[config.mk]
export PLATFORM = sky130hd
export DESIGN_NAME = dvfs_seq_ctrl_flat
export DESIGN_NICKNAME = d
export VERILOG_FILES = /design/src/rtl/dvfs_seq_ctrl_if.sv /design/src/rtl/dvfs_seq_ctrl.sv /design/src/flat_wrapper.sv
export SDC_FILE = /design/constraint.sdc
export NUM_CORES = 1
export LEC_CHECK = 0
export CAP_MARGIN = 0
export CORE_AREA = 3 3 110 112
export DETAILED_ROUTE_END_ITERATION = 16
export DIE_AREA = 0 0 113 115
export SYNTH_ARGS = -nofsm -noshare
export SYNTH_HDL_FRONTEND = slang
export SYNTH_SLANG_ARGS = --single-unit
[constraint.sdc]
create_clock -name clk -period 10.2 [get_ports clk]
set_clock_uncertainty 0.2 [all_clocks]
set_input_delay 2.04 -clock clk [delete_from_list [all_inputs] [get_ports clk]]
set_output_delay 2.04 -clock clk [all_outputs]
set_load 0.005 [all_outputs]
[src/rtl/dvfs_seq_ctrl_if.sv]
`default_nettype none
// ============================================================================
// Module   : dvfs_seq_ctrl_if
// Brief    : Policy inputs, regulator req/ack link and applied V/F levels
//            of the multi-domain DVFS controller.
// Revision : 1.0 - initial release
// ============================================================================
interface dvfs_seq_ctrl_if #(
    parameter int N_DOM = 3,
    parameter int VW    = 2,
    parameter int FW    = 3
);
    logic                perf_req;
    logic [1:0]          temp;
    logic [1:0]          batt;
    logic [N_DOM-1:0]    workload;
    logic                vreg_ack;
    logic                vreg_req;
    logic [2:0]          vreg_dom;
    logic [VW-1:0]       vreg_lvl;
    logic [N_DOM*VW-1:0] vlvl;
    logic [N_DOM*FW-1:0] flvl;
    logic [2:0]          mode;
    logic                power_save;
    logic                busy;
    logic                err;

    // Controller side: owns the regulator request and the applied levels.
    modport master (
        input  perf_req, temp, batt, workload, vreg_ack,
        output vreg_req, vreg_dom, vreg_lvl, vlvl, flvl, mode, power_save, busy, err
    );

    modport slave (
        output perf_req, temp, batt, workload, vreg_ack,
        input  vreg_req, vreg_dom, vreg_lvl, vlvl, flvl, mode, power_save, busy, err
    );
endinterface
`default_nettype wire

[src/rtl/dvfs_seq_ctrl.sv]
`default_nettype none
// ============================================================================
// Module   : dvfs_seq_ctrl
// Brief    : Multi-domain DVFS controller: policy FSM with dwell time plus a
//            per-domain V/F sequencer driving one shared regulator.
// Revision : 1.0 - initial release
// ============================================================================
module dvfs_seq_ctrl #(
    parameter int N_DOM  = 3,
    parameter int VW     = 2,
    parameter int FW     = 3,
    parameter int DWELL  = 16,
    parameter int ACK_TO = 64
) (
    input  wire             clk,
    input  wire             rst,
    dvfs_seq_ctrl_if.master bus
);
    localparam int c_DW = (DWELL < 1) ? 1 : $clog2(DWELL + 1);
    localparam int c_TW = (ACK_TO < 2) ? 1 : $clog2(ACK_TO);
    localparam logic [c_DW-1:0] c_DWELL   = c_DW'(DWELL);
    localparam logic [c_TW-1:0] c_TO_LAST = c_TW'(ACK_TO - 1);
    localparam logic [2:0]      c_LAST    = 3'(N_DOM - 1);

    localparam logic [VW-1:0] c_VMAX   = {VW{1'b1}};
    localparam logic [VW-1:0] c_VTHERM = VW'((2 ** VW) - 2);
    localparam logic [VW-1:0] c_VMID   = VW'(((2 ** VW) - 1) >> 1);
    localparam logic [FW-1:0] c_FMAX   = {FW{1'b1}};
    localparam logic [FW-1:0] c_FMID   = FW'(((2 ** FW) - 1) >> 1);
    localparam logic [FW-1:0] c_FONE   = FW'(1);

    localparam logic [2:0] c_M_NORMAL = 3'd0;
    localparam logic [2:0] c_M_PERF   = 3'd1;
    localparam logic [2:0] c_M_PSAVE  = 3'd2;
    localparam logic [2:0] c_M_THERM  = 3'd3;
    localparam logic [2:0] c_M_BATT   = 3'd4;

    localparam logic [1:0] c_S_IDLE = 2'd0;
    localparam logic [1:0] c_S_VUP  = 2'd1;
    localparam logic [1:0] c_S_FSET = 2'd2;
    localparam logic [1:0] c_S_VDN  = 2'd3;

    logic             r_perf;
    logic [1:0]       r_temp;
    logic [1:0]       r_batt;
    logic [N_DOM-1:0] r_wl;
    logic [2:0]       r_mode;
    logic [c_DW-1:0]  r_dwell;
    logic [2:0]       w_want;
    logic             w_emerg;
    logic             w_mode_chg;

    logic [1:0]       r_state;
    logic [2:0]       r_dom;
    logic [2:0]       r_scan;
    logic [VW-1:0]    r_vt;
    logic [FW-1:0]    r_ft;
    logic             r_req;
    logic [VW-1:0]    r_lvl;
    logic             r_busy;
    logic             r_err;
    logic [c_TW-1:0]  r_timer;
    logic [7:0]       r_skip;
    logic [VW-1:0]    r_vlvl [8];
    logic [FW-1:0]    r_flvl [8];

    logic [VW-1:0]    w_vt [8];
    logic [FW-1:0]    w_ft [8];
    logic [7:0]       w_mis;
    logic             w_found;
    logic [2:0]       w_pick;
    logic [2:0]       w_next_dom;
    logic             w_timeout;
    logic [N_DOM*VW-1:0] w_vlvl_p;
    logic [N_DOM*FW-1:0] w_flvl_p;

    // Mode decision works on the registered copies, giving the 2-cycle latency.
    always_comb begin
        w_emerg = (r_batt == 2'b00) || (r_temp == 2'b11);
        if (r_batt == 2'b00)      w_want = c_M_BATT;
        else if (r_temp == 2'b11) w_want = c_M_THERM;
        else if (r_perf)          w_want = c_M_PERF;
        else if (r_batt == 2'b01) w_want = c_M_BATT;
        else if (r_temp == 2'b10) w_want = c_M_THERM;
        else if (r_wl == '0)      w_want = c_M_PSAVE;
        else                      w_want = c_M_NORMAL;
        w_mode_chg = (w_want != r_mode) && (w_emerg || (r_dwell >= c_DWELL));
    end

    always_ff @(posedge clk or posedge rst) begin
        if (rst) begin
            r_perf  <= 1'b0;
            r_temp  <= 2'b00;
            r_batt  <= 2'b11;
            r_wl    <= '1;
            r_mode  <= c_M_NORMAL;
            r_dwell <= '0;
        end else begin
            r_perf <= bus.perf_req;
            r_temp <= bus.temp;
            r_batt <= bus.batt;
            r_wl   <= bus.workload;
            if (w_mode_chg) begin
                r_mode  <= w_want;
                r_dwell <= '0;
            end else if (r_dwell != c_DWELL) begin
                r_dwell <= r_dwell + 1'b1;
            end
        end
    end

    // Per-domain targets; idle domains in NORMAL/PWR_SAVE stop the clock but hold V.
    always_comb begin
        for (int d = 0; d < 8; d++) begin
            w_vt[d] = '0;
            w_ft[d] = '0;
        end
        w_mis = '0;
        for (int d = 0; d < N_DOM; d++) begin
            case (r_mode)
                c_M_PERF:  begin w_vt[d] = c_VMAX;   w_ft[d] = c_FMAX; end
                c_M_THERM: begin w_vt[d] = c_VTHERM; w_ft[d] = c_FMID; end
                c_M_PSAVE: begin w_vt[d] = c_VMID;   w_ft[d] = c_FONE; end
                c_M_BATT:  begin w_vt[d] = '0;       w_ft[d] = '0;     end
                default:   begin w_vt[d] = c_VMID;   w_ft[d] = c_FMID; end
            endcase
            if (((r_mode == c_M_NORMAL) || (r_mode == c_M_PSAVE)) && !r_wl[d]) begin
                w_vt[d] = r_vlvl[d];
                w_ft[d] = '0;
            end
            w_mis[d] = !r_skip[d] && ((w_vt[d] != r_vlvl[d]) || (w_ft[d] != r_flvl[d]));
        end
    end

    // Round-robin pick of the first mismatched domain starting at r_scan.
    always_comb begin
        int idx;
        idx     = 0;
        w_found = 1'b0;
        w_pick  = '0;
        for (int k = 0; k < N_DOM; k++) begin
            idx = int'(r_scan) + k;
            if (idx >= N_DOM) idx = idx - N_DOM;
            if (!w_found && w_mis[idx]) begin
                w_found = 1'b1;
                w_pick  = 3'(idx);
            end
        end
    end

    assign w_next_dom = (r_dom == c_LAST) ? 3'd0 : r_dom + 3'd1;
    assign w_timeout  = !bus.vreg_ack && (r_timer == c_TO_LAST);

    always_ff @(posedge clk or posedge rst) begin
        if (rst) begin
            r_state <= c_S_IDLE;
            r_dom   <= '0;
            r_scan  <= '0;
            r_vt    <= '0;
            r_ft    <= '0;
            r_req   <= 1'b0;
            r_lvl   <= '0;
            r_busy  <= 1'b0;
            r_err   <= 1'b0;
            r_timer <= '0;
            r_skip  <= '0;
            for (int d = 0; d < 8; d++) begin
                r_vlvl[d] <= '0;
                r_flvl[d] <= '0;
            end
        end else begin
            // New targets give timed-out domains another chance.
            if (w_mode_chg) r_skip <= '0;
            case (r_state)
                c_S_IDLE: begin
                    r_busy <= w_found;
                    if (w_found) begin
                        r_dom <= w_pick;
                        r_vt  <= w_vt[w_pick];
                        r_ft  <= w_ft[w_pick];
                        if (w_vt[w_pick] > r_vlvl[w_pick]) begin
                            r_state <= c_S_VUP;
                            r_req   <= 1'b1;
                            r_lvl   <= w_vt[w_pick];
                            r_timer <= '0;
                        end else begin
                            r_state <= c_S_FSET;
                        end
                    end
                end
                c_S_FSET: begin
                    r_flvl[r_dom] <= r_ft;
                    if (r_vt < r_vlvl[r_dom]) begin
                        r_state <= c_S_VDN;
                        r_req   <= 1'b1;
                        r_lvl   <= r_vt;
                        r_timer <= '0;
                    end else begin
                        r_scan  <= w_next_dom;
                        r_state <= c_S_IDLE;
                    end
                end
                default: begin
                    if (bus.vreg_ack) begin
                        r_vlvl[r_dom] <= r_vt;
                        r_req         <= 1'b0;
                        if (r_state == c_S_VUP) begin
                            r_state <= c_S_FSET;
                        end else begin
                            r_scan  <= w_next_dom;
                            r_state <= c_S_IDLE;
                        end
                    end else if (w_timeout) begin
                        r_req         <= 1'b0;
                        r_err         <= 1'b1;
                        r_skip[r_dom] <= 1'b1;
                        r_scan        <= w_next_dom;
                        r_state       <= c_S_IDLE;
                    end else begin
                        r_timer <= r_timer + 1'b1;
                    end
                end
            endcase
        end
    end

    always_comb begin
        w_vlvl_p = '0;
        w_flvl_p = '0;
        for (int d = 0; d < N_DOM; d++) begin
            w_vlvl_p[d*VW +: VW] = r_vlvl[d];
            w_flvl_p[d*FW +: FW] = r_flvl[d];
        end
    end

    assign bus.vreg_req   = r_req;
    assign bus.vreg_dom   = r_dom;
    assign bus.vreg_lvl   = r_lvl;
    assign bus.vlvl       = w_vlvl_p;
    assign bus.flvl       = w_flvl_p;
    assign bus.mode       = r_mode;
    assign bus.power_save = (r_mode == c_M_PSAVE) || (r_mode == c_M_BATT);
    assign bus.busy       = r_busy;
    assign bus.err        = r_err;
endmodule
`default_nettype wire

[src/flat_wrapper.sv]
// flat-port wrapper written by rule: the top's interface ports become plain ports
module dvfs_seq_ctrl_flat 
#(
    parameter int N_DOM  = 3,
    parameter int VW     = 2,
    parameter int FW     = 3,
    parameter int DWELL  = 16,
    parameter int ACK_TO = 64
)
  (clk, rst, bus_perf_req, bus_temp, bus_batt, bus_workload, bus_vreg_ack, bus_vreg_req, bus_vreg_dom, bus_vreg_lvl, bus_vlvl, bus_flvl, bus_mode, bus_power_save, bus_busy, bus_err);
  dvfs_seq_ctrl_if #(.N_DOM(N_DOM), .VW(VW), .FW(FW)) bus_i ();
  input  wire clk;
  input  wire rst;
  input wire logic [$bits(bus_i.perf_req)-1:0] bus_perf_req;
  input wire logic [$bits(bus_i.temp)-1:0] bus_temp;
  input wire logic [$bits(bus_i.batt)-1:0] bus_batt;
  input wire logic [$bits(bus_i.workload)-1:0] bus_workload;
  input wire logic [$bits(bus_i.vreg_ack)-1:0] bus_vreg_ack;
  output wire logic [$bits(bus_i.vreg_req)-1:0] bus_vreg_req;
  output wire logic [$bits(bus_i.vreg_dom)-1:0] bus_vreg_dom;
  output wire logic [$bits(bus_i.vreg_lvl)-1:0] bus_vreg_lvl;
  output wire logic [$bits(bus_i.vlvl)-1:0] bus_vlvl;
  output wire logic [$bits(bus_i.flvl)-1:0] bus_flvl;
  output wire logic [$bits(bus_i.mode)-1:0] bus_mode;
  output wire logic [$bits(bus_i.power_save)-1:0] bus_power_save;
  output wire logic [$bits(bus_i.busy)-1:0] bus_busy;
  output wire logic [$bits(bus_i.err)-1:0] bus_err;
  assign bus_i.perf_req = bus_perf_req;
  assign bus_i.temp = bus_temp;
  assign bus_i.batt = bus_batt;
  assign bus_i.workload = bus_workload;
  assign bus_i.vreg_ack = bus_vreg_ack;
  assign bus_vreg_req = bus_i.vreg_req;
  assign bus_vreg_dom = bus_i.vreg_dom;
  assign bus_vreg_lvl = bus_i.vreg_lvl;
  assign bus_vlvl = bus_i.vlvl;
  assign bus_flvl = bus_i.flvl;
  assign bus_mode = bus_i.mode;
  assign bus_power_save = bus_i.power_save;
  assign bus_busy = bus_i.busy;
  assign bus_err = bus_i.err;
  dvfs_seq_ctrl #(.N_DOM(N_DOM), .VW(VW), .FW(FW), .DWELL(DWELL), .ACK_TO(ACK_TO)) u_core (.clk(clk), .rst(rst), .bus(bus_i));
endmodule
Yosys cells after proc, flatten, opt, wreduce, memory -nomap -nowiden
Cells that the tools add are included.
{ "word_totals": {"reg_bits": 88, "inputBits": 11, "out_inout_bits": 27, "elab_cells": 219} }
{ "op_classes": {"add_sub_neg": 8, "order_cmp": 14, "eq_ne": 26, "mux": 87, "bitwise": 6, "reduce_logical": 45} }
{ "op_table": {"columns": ["operator", "count"], "rows": [
  ["32-bit by 5-bit < comparator with 1-bit output, second input constant", 3],
  ["32-bit two-way mux", 3],
  ["32-bit by 3-bit >= comparator with 1-bit output, second input constant", 2],
  ["32-bit by 3-bit subtractor with 32-bit output, second input constant", 2],
  ["3-bit two-way mux", 19],
  ["2-bit two-way mux", 20],
  ["8-bit two-way mux", 4],
  ["6-bit two-way mux", 5],
  ["24-bit bitwise mux", 1],
  ["2-bit binary-select mux with 3-bit select", 3],
  ["16-bit bitwise mux", 1],
  ["1-bit two-way mux", 15],
  ["1-bit logical AND", 12],
  ["3-bit inequality test", 4],
  ["6-bit one-hot mux with 2 select lines", 1],
  ["4-bit AND reduction", 3],
  ["5-bit two-way mux", 2],
  ["1-bit binary-select mux with 3-bit select", 3],
  ["3-bit binary-select mux with 3-bit select", 1],
  ["3-bit demux with 3-bit select", 1],
  ["3-bit by 2-bit == test with 1-bit output, second input constant", 3],
  ["1-bit zero test", 9],
  ["3-bit one-hot mux with 3 select lines", 1],
  ["4-bit >= comparator, second input constant", 2],
  ["43 further kinds", 66]
]} }

Logic depth before layout (Yosys ltp)
Gate-level depths: netlist (run 1).
{ "logic_depth": {"depth_word": 25, "depth_mapped": 22} }

Worst setup path before layout (run 1)
OpenSTA, ideal clock, no wires.
{ "synth_path": {"kind": "reg2reg", "from": "register u_core.r_scan[0]", "to": "register u_core.r_timer[5]", "setup_time_ns": 0.078, "arrival_time_ns": 4.360, "t_required_ns": 9.922, "slack_ns": 5.562, "stages_incl_launch_ff": 21, "path_buffers": 2, "synth_period_minus_slack_ns": 4.638, "cell_sequence": "dfrtp_1 clkbuf_1 inv_1 ha_1 clkbuf_1 nor4b_1 a31oi_1 nor2_1 o41ai_2 nand2_1 mux2_2 nor4b_2 nor2_1 ha_1 nand2_1 o21ai_0 mux2i_1 o21a_1 o21ai_2 or4_1 a21oi_1"} }
{ "synth_via": {"elab_chain_cells": 19} }
{ "synth_lines": {"columns": ["element", "line", "source"], "rows": [
  ["start: declaration", "dvfs_seq_ctrl.sv:55", "logic [2:0] r_scan;"],
  ["start signal: assignment", "dvfs_seq_ctrl.sv:199", "r_scan <= w_next_dom;"],
  ["start signal: assignment", "dvfs_seq_ctrl.sv:210", "r_scan <= w_next_dom;"],
  ["start signal: assignment", "dvfs_seq_ctrl.sv:217", "r_scan <= w_next_dom;"],
  ["branches (longest 18 deep; another with 32-bit by 3-bit subtractor with 32-bit output)", null, null],
  ["5-bit AND reduction (no line) (*)", null, null],
  ["end signal: assignment", "dvfs_seq_ctrl.sv:220", "r_timer <= r_timer + 1'b1;"],
  ["end: declaration", "dvfs_seq_ctrl.sv:62", "logic [c_TW-1:0] r_timer;"]
]} }
Mark *: on every way between the ends. The select of a mux whose other input is x is not followed.
A chain may end at the register's enable or synchronous reset.

Worst setup path in the final report (run 1)
Ends and elaborated chain as after synthesis.

==> run_results.csv, run 1 <==
group,metric,value,unit
cts,cts_root_buffer,"clkbuf_16",
placement,gp_congestion,0.876,
sta,hold_viol_final,0,
logic_synthesis,ys_types,74,
power,pwr-share-comb,58.1,%
cts,h-tree-depth,3,
global_routing,overflow,0,
critical_path,required,10.27,ns
cts,cts_buffers,9,
routing,vias,3657,
logic_synthesis,synth-edff-count,0,
logic_synthesis,syn_area,4470,sq um
cts,cts_max_path_buffers,2,
global_routing,antenna_found_initial,0,
power,p_seq_share,26.8,%
sta,slew-limit-headroom,41.3,%
logic_synthesis,synth_nets,504,
die,io_pins,38,
routing,ant_nets,0,
placement,port_buffers,37,
cts,cts_hold_buffers,0,
sta,setup_violations,0,
routing,avgViaCountPerCell,5.63,
die,start_util,39.5,%
global_routing,use_met3,2.95,%
global_routing,grt_first_pass_wirelength,18300,microns
power,power_frac_clock,15.1,%
finish,n_antenna_cell,0,
critical_path,critical_path_class,"reg -> reg",
sta,timing.final.crit_period,5.47,ns
cts,cts_tree,"done",
critical_path,startpoint,"u_core.r_scan[0]",
routing,drc,0,
cts,cts_setup_buffers,0,
logic_synthesis,synthCells,479,
die,fp.dieH,115,microns
placement,place_ws,4.77,ns
global_routing,grt_pass1_vias,3488,
finish,synthToLayoutAreaGrowth,14.8,%
sta,fmax,183,MHz
cts,cts.sinks,68,
cts,insertion_delay,0.34,ns
routing,firstDrtPassIters,5,
logic_synthesis,yosysWarnings,0,
global_routing,grt_max_degree,69,
critical_path,slowest_stage,"o211ai_1",
critical_path,worstSetupStartpointType,"flip-flop",
critical_path,cp_cell_sequence,"inv_1 -> ha_1 -> a32oi_1 -> or2_2 -> o32a_1 -> o21ai_0 -> o211ai_1 -> nand2_1 -> o221ai_2 -> inv_1 -> ha_1 -> nor2b_1 -> o21ai_0 -> mux2i_1 -> o21a_1 -> o21ai_2 -> or4_1 -> a21oi_1",
sta,min_period_over_period,53.7,%
power,swShare,46.3,%
routing,drt_iter0_drc,223,
cts,post_cts_resized,0,
routing,drt-total-wl,11100,microns
worst_hold_path,worstHoldStart,"u_core.bus.err",
sta,rsz0062_at_grt,"false",
sta,setup_tns,0,ns
critical_path,r2r_start,"u_core.r_scan[0]",
logic_synthesis,synth-seq-area-share,38.2,%
global_routing,met2_usage,27.9,%
logic_synthesis,synth_seq_cells,68,
finish,fin_area,5140,sq um
global_routing,busiest_layer,"met2",
power,p_int,1010,uW
critical_path,endpoint_kind,"flip-flop",
status,status,"completed",
logic_synthesis,synth_area_per_cell,9.34,sq um
power,vdd_drop_max,0.135,mV
finish,drive_above_1_share,14.2,%
worst_hold_path,min_path_type,"reg -> reg",
critical_path,cp_max_fo,16,
placement,dp_hpwl,8120,microns
power,total_power,1880,uW
sta,setup_slack,4.73,ns
logic_synthesis,synthFlopType,"dfrtp_1",
global_routing,use_met1,25.1,%
critical_path,worstPathArrival,5.54,ns
die,fp.coreArea,11300,sq um
die,die_x,113,microns
logic_synthesis,async_reset_ff_share,100,%
finish,final_nets,526,
routing,wl_per_cell,17.1,microns
cts,path_clk_slew,0.06,ns
die,rows,39,
critical_path,max_stage_delay,0.76,ns
power,power_leakage,0.00215,uW
sta,slew_violations,0,
sta,tightest_slew,0.877,ns
global_routing,grtUsageTotal,17.8,%
power,powerDensity,367,nW/um^2
placement,placed_area,4870,sq um
die,die-area,13000,sq um
power,p_switching,873,uW
run,maxCapViolCount,0,
worst paths after layout:
check | end | slack, ns | depth (start not counted)
worst min register to register | u_core.bus.err | 0.28 | 1
worst max register to register | u_core.r_timer[5] | 4.73 | 18
max in group asynchronous | u_core.r_timer[4] | 7.16 | 3
worst max-delay path | u_core.r_timer[5] | 4.73 | 18
worst min-delay path | u_core.bus.err | 0.28 | 1
min in group asynchronous | u_core.r_dwell[1] | 2.09 | 3
power groups by stage:
| stage | logic, uW | clock network [uW] | registers [uW] |
|---|---|---|---|
| after floorplan | 885 | 0 | 422 |
| after global placement | 1090 | 0 | 506 |
| after detailed placement | 1090 | 0 | 508 |
| after CTS | 1100 | 292 | 504 |
| after global routing | 1230 | 303 | 525 |
| final | 1090 | 285 | 504 |
cell families after synthesis:
family	after synthesis	share of synthesized area, %
and+or+nand+nor	174	20.1
AOI/OAI and AO/OA	118	18.5
DFF	68	38.2
buffers and inverters	47	5.40
muxes	44	11.2
xor gates and xnor gates	14	2.74
adders and majority gates	14	3.92
routing by layer:
| metal | share of wire (%) | up-vias |
|---|---|---|
| li1 | - | 1783 |
| met1 | 48 | 1794 |
| met2 | 46 | 70 |
| met3 | 4.2 | 10 |
| met4 | 1.4 | 0 |
| met5 | 0 | - |
cell usage after synthesis, drive strengths merged, types with 3 or more instances:
cell | n | area (sq um)
a211oi | 5 | 42.5
a21o | 3 | 30.0
a21oi | 22 | 110
a22oi | 3 | 22.5
a31oi | 6 | 50.0
and2 | 6 | 37.5
and3 | 5 | 31.3
buf | 17 | 128
clkbuf | 11 | 42.5
dfrtp | 63 | 1580
dfstp | 5 | 131
ha | 14 | 175
inv | 19 | 71.3
mux2 | 28 | 315
mux2i | 14 | 140
nand2 | 39 | 146
nand2b | 12 | 75.1
nand3 | 21 | 105
nand3b | 6 | 45.0
nor2 | 41 | 154
nor2b | 8 | 50.1
nor3 | 11 | 55.1
nor3b | 6 | 50.1
nor4b | 3 | 32.5
o211ai | 4 | 30.0
o21a | 4 | 30.0
o21ai | 34 | 174
o221ai | 3 | 32.5
o31ai | 8 | 65.1
o41ai | 3 | 33.8
or2 | 5 | 33.8
or3 | 4 | 25.0
xnor2 | 8 | 70.1
xor2 | 6 | 52.6
worst max-delay path, delay by kind of cell, from the launching register on:
family                     cells  cell delay [ns]
AOI/OAI and AO/OA              9             2.33
and+or+nand+nor                4             0.97
adders and majority gates      2             0.76
DFF                            1             0.63
buffers and inverters          2             0.29
muxes                          1             0.21
registers in the layout, summed over array words and instances (netlist names), 2 cells and up:
name / count
u_core.bus.vreg_lvl: 2
u_core.r_timer: 6
u_core.r_state: 2
u_core.r_ft: 3
u_core.bus.vlvl: 6
u_core.bus.vreg_dom: 3
u_core.r_batt: 2
u_core.bus.flvl: 9
u_core.r_vlvl: 10
u_core.r_skip: 3
u_core.r_dwell: 5
u_core.r_wl: 3
u_core.r_scan: 3
u_core.r_temp: 2
u_core.r_vt: 2
u_core.bus.mode: 3
through the flow:
| step | util (%) | std cells | hold slack, ns |
|---|---|---|---|
| floorplan | - | 479 | 0.245 |
| global placement | 43.0 | 633 | 0.277 |
| detailed placement | 43.0 | 633 | 0.280 |
| CTS | 45.4 | 649 | 0.292 |
| global route | 45.4 | 649 | 0.301 |
| finish | 45.4 | 649 | 0.280 |
final cells by class:
type	count	area (sq um)
inverter	19	71.3
fill	1113	6180
multi-input combinational	364	2520
timing repair buffer	39	385
clock inverter	6	41.3
clock buffer	10	229
sequential	68	1710
tap	143	179
cell usage in the layout, fill, tap and decap left out, drive strengths merged, types with 10 or more instances in the layout:
cell type and count:
mux2 28, mux2i 14, inv 19, o21ai 34
clkbuf 10, a21oi 22, clkdlybuf4s50 37, nor3 11
nand2b 12, dfrtp 63, nand3 21, nand2 39
nor2 41, ha 14
No activity file was read; power rests on OpenSTA's default activity.
==> inputs of run 2 (changes only) <==
==> constraint.sdc (replaced) <==
create_clock -name clk -period 5 [get_ports clk]
set_clock_uncertainty 0.2 [all_clocks]
set_input_delay 1 -clock clk [delete_from_list [all_inputs] [get_ports clk]]
set_output_delay 1 -clock clk [all_outputs]
set_load 0.005 [all_outputs]
==> run 2 against run 1 <==
Total power is 120% higher. Largest power group unchanged. Non-clock buffer count is 15 higher. Sequential power is 96% higher. Cell count is 2.3% higher. Final area is 3.6% higher.
==> run_results.csv, run 2 (same netlist as run 1, synthesis figures left out) <==
group,metric,value,unit
run,maxCapViolCount,0,
critical_path,worstPathArrival,4.74,ns
sta,min_period_over_period,93.6,%
finish,layout_commonest_cell,"dfrtp_1",
finish,largest_reg_flops,10,
critical_path,max_stage_delay,0.50,ns
critical_path,critical_path_class,"reg -> reg",
global_routing,grt_pass1_vias,3663,
global_routing,grt_first_pass_wirelength,19000,microns
worst_hold_path,min_path_type,"reg -> reg",
cts,cts_buffers,9,
critical_path,endpoint_kind,"flip-flop",
critical_path,cp_max_fo,15,
cts,cts_max_path_buffers,2,
finish,multi_input_area,2560,sq um
cts,cts_tree,"done",
critical_path,slowest_stage,"dfrtp_2",
sta,slew_violations,0,
critical_path,endpoint,"u_core.r_timer[5]",
die,rows,39,
cts,h-tree-depth,3,
die,fp.dieH,115,microns
die,die-area,13000,sq um
cts,path_clk_slew,0.06,ns
sta,timing.final.crit_period,4.68,ns
finish,drive_above_1_share,18.6,%
finish,final_cell_mix,"dfrtp_1, nor2_1, nand2_1",
finish,synthToLayoutAreaGrowth,19.0,%
cts,cts_hold_buffers,0,
sta,setup_tns,0,ns
critical_path,startpoint,"u_core.bus.mode[0]",
cts,post_cts_resized,0,
global_routing,grtUsageTotal,18.2,%
finish,fillers,1087,
die,fp.coreArea,11300,sq um
cts,insertion_delay,0.33,ns
sta,fmax,214,MHz
status,status,"completed",
critical_path,required,5.06,ns
sta,setup_violations,0,
routing,drt-total-wl,11600,microns
finish,largest-register,"u_core.r_vlvl",
placement,gp_congestion,0.894,
critical_path,r2r_start,"u_core.bus.mode[0]",
placement,dp_hpwl,8570,microns
routing,drt_iter0_drc,198,
finish,n_antenna_cell,0,
power,powerDensity,774,nW/um^2
die,die_x,113,microns
global_routing,grt_max_degree,46,
sta,slew-limit-headroom,38.2,%
sta,hold_viol_final,0,
critical_path,r2r_end,"u_core.r_timer[5]",
power,vdd_drop_max,0.272,mV
cts,cts_root_buffer,"clkbuf_16",
finish,instances_no_fill,664,
routing,firstDrtPassIters,5,
finish,final_nets,541,
die,io_pins,38,
critical_path,worstSetupStartpointType,"flip-flop",
die,start_util,39.5,%
finish,ff_latch_area,1710,sq um
global_routing,overflow,0,
routing,wl_per_cell,17.5,microns
critical_path,cp_cell_sequence,"buf_4 -> or3_1 -> a21oi_1 -> o32ai_2 -> or2_2 -> a311oi_1 -> o211ai_1 -> buf_4 -> o221ai_2 -> inv_1 -> ha_1 -> nor2b_1 -> o21ai_0 -> mux2i_1 -> o21a_1 -> o21ai_2 -> or4_1 -> a21oi_1",
placement,dp_cells,648,
sta,tightest_slew,0.926,ns
routing,ant_nets,0,
worst_hold_path,hold_depth,1,
routing,drc,0,
placement,port_buffers,37,
routing,vias,3776,
global_routing,antenna_found_initial,0,
cts,cts.sinks,68,
critical_path,ff2ff_path_depth,18,
routing,avgViaCountPerCell,5.69,
cts,cts_setup_buffers,0,
critical_path,r2r_slack,0.32,ns
power,power_leakage,0.00225,uW
[run 2: worst max-delay path: cells and delay by family (launching register included)]
kind | cells | cell delay [ns]
flip-flops | 1 | 0.50
AND/OR/NAND/NOR | 4 | 1.30
adder cells (fa/ha/maj) | 1 | 0.29
buffers and inverters | 3 | 0.49
multiplexers | 1 | 0.23
AO/OA/AOI/OAI | 9 | 1.60
[run 2: final cells by class]
type | count | share of cell area [%]
repair buffers | 54 | 9.35
inverters | 19 | 1.34
flip-flops and latches | 68 | 32.1
clock inverters | 6 | 1.17
multi-input cells | 364 | 48.1
well taps | 143 | 3.36
clock buffers | 10 | 4.49
[run 2: worst min path at each step]
| stage | startpoint | slack (ns) | endpoint |
|---|---|---|---|
| 2_1_floorplan | u_core.r_vlvl[6] | 0.25 | u_core.r_vlvl[6] |
| 3_3_place_gp | u_core.bus.vreg_req | 0.27 | u_core.bus.vreg_req |
| 4_1_cts | u_core.bus.err | 0.29 | u_core.bus.err |
| 5_1_grt | u_core.bus.vreg_lvl[0] | 0.31 | u_core.bus.vreg_lvl[0] |
| 3_5_place_dp | u_core.bus.vreg_req | 0.27 | u_core.bus.vreg_req |
| 6_report | u_core.bus.err | 0.28 | u_core.bus.err |
[run 2: through the flow]
step	util [%]	total power (uW)	hold slack [ns]	setup WS, ns	area (sq um)
after detailed placement	44.0	3410	0.272	0.147	4980
after global placement	44.0	3400	0.269	0.249	4980
after floorplan	-	2670	0.245	0.362	4470
after global routing	47.0	4490	0.306	-0.000195	5330
final	47.0	4120	0.281	0.322	5330
after CTS	46.7	4080	0.288	0.162	5280
[run 2: power breakdown]
part           switching (uW)  total (uW)  internal, uW
Sequential                276         989           713
Combinational            1340        2490          1150
Clock                     241         640           399
Total                    1860        4120          2260
[run 2: per-layer routing]
layer | global-route usage, % | share of wire [%] | vias to the layer above
met4 | 5.69 | 1.5 | 0
met2 | 28.4 | 46 | 96
met1 | 25.8 | 48 | 1852
met5 | 0 | 0 | -
met3 | 3.26 | 4.4 | 19
li1 | - | - | 1809
==> inputs of run 3 (changes only) <==
--- a/config.mk
+++ b/config.mk
@@ -9,6 +9,7 @@
 export CORE_AREA = 3 3 110 112
 export DETAILED_ROUTE_END_ITERATION = 16
 export DIE_AREA = 0 0 113 115
+export PLACE_DENSITY = 0.6
 export SYNTH_ARGS = -nofsm -noshare
 export SYNTH_HDL_FRONTEND = slang
 export SYNTH_SLANG_ARGS = --single-unit
==> results of run 3 <==
No change in the layout: final DEF, timing and power equal those of run 2.
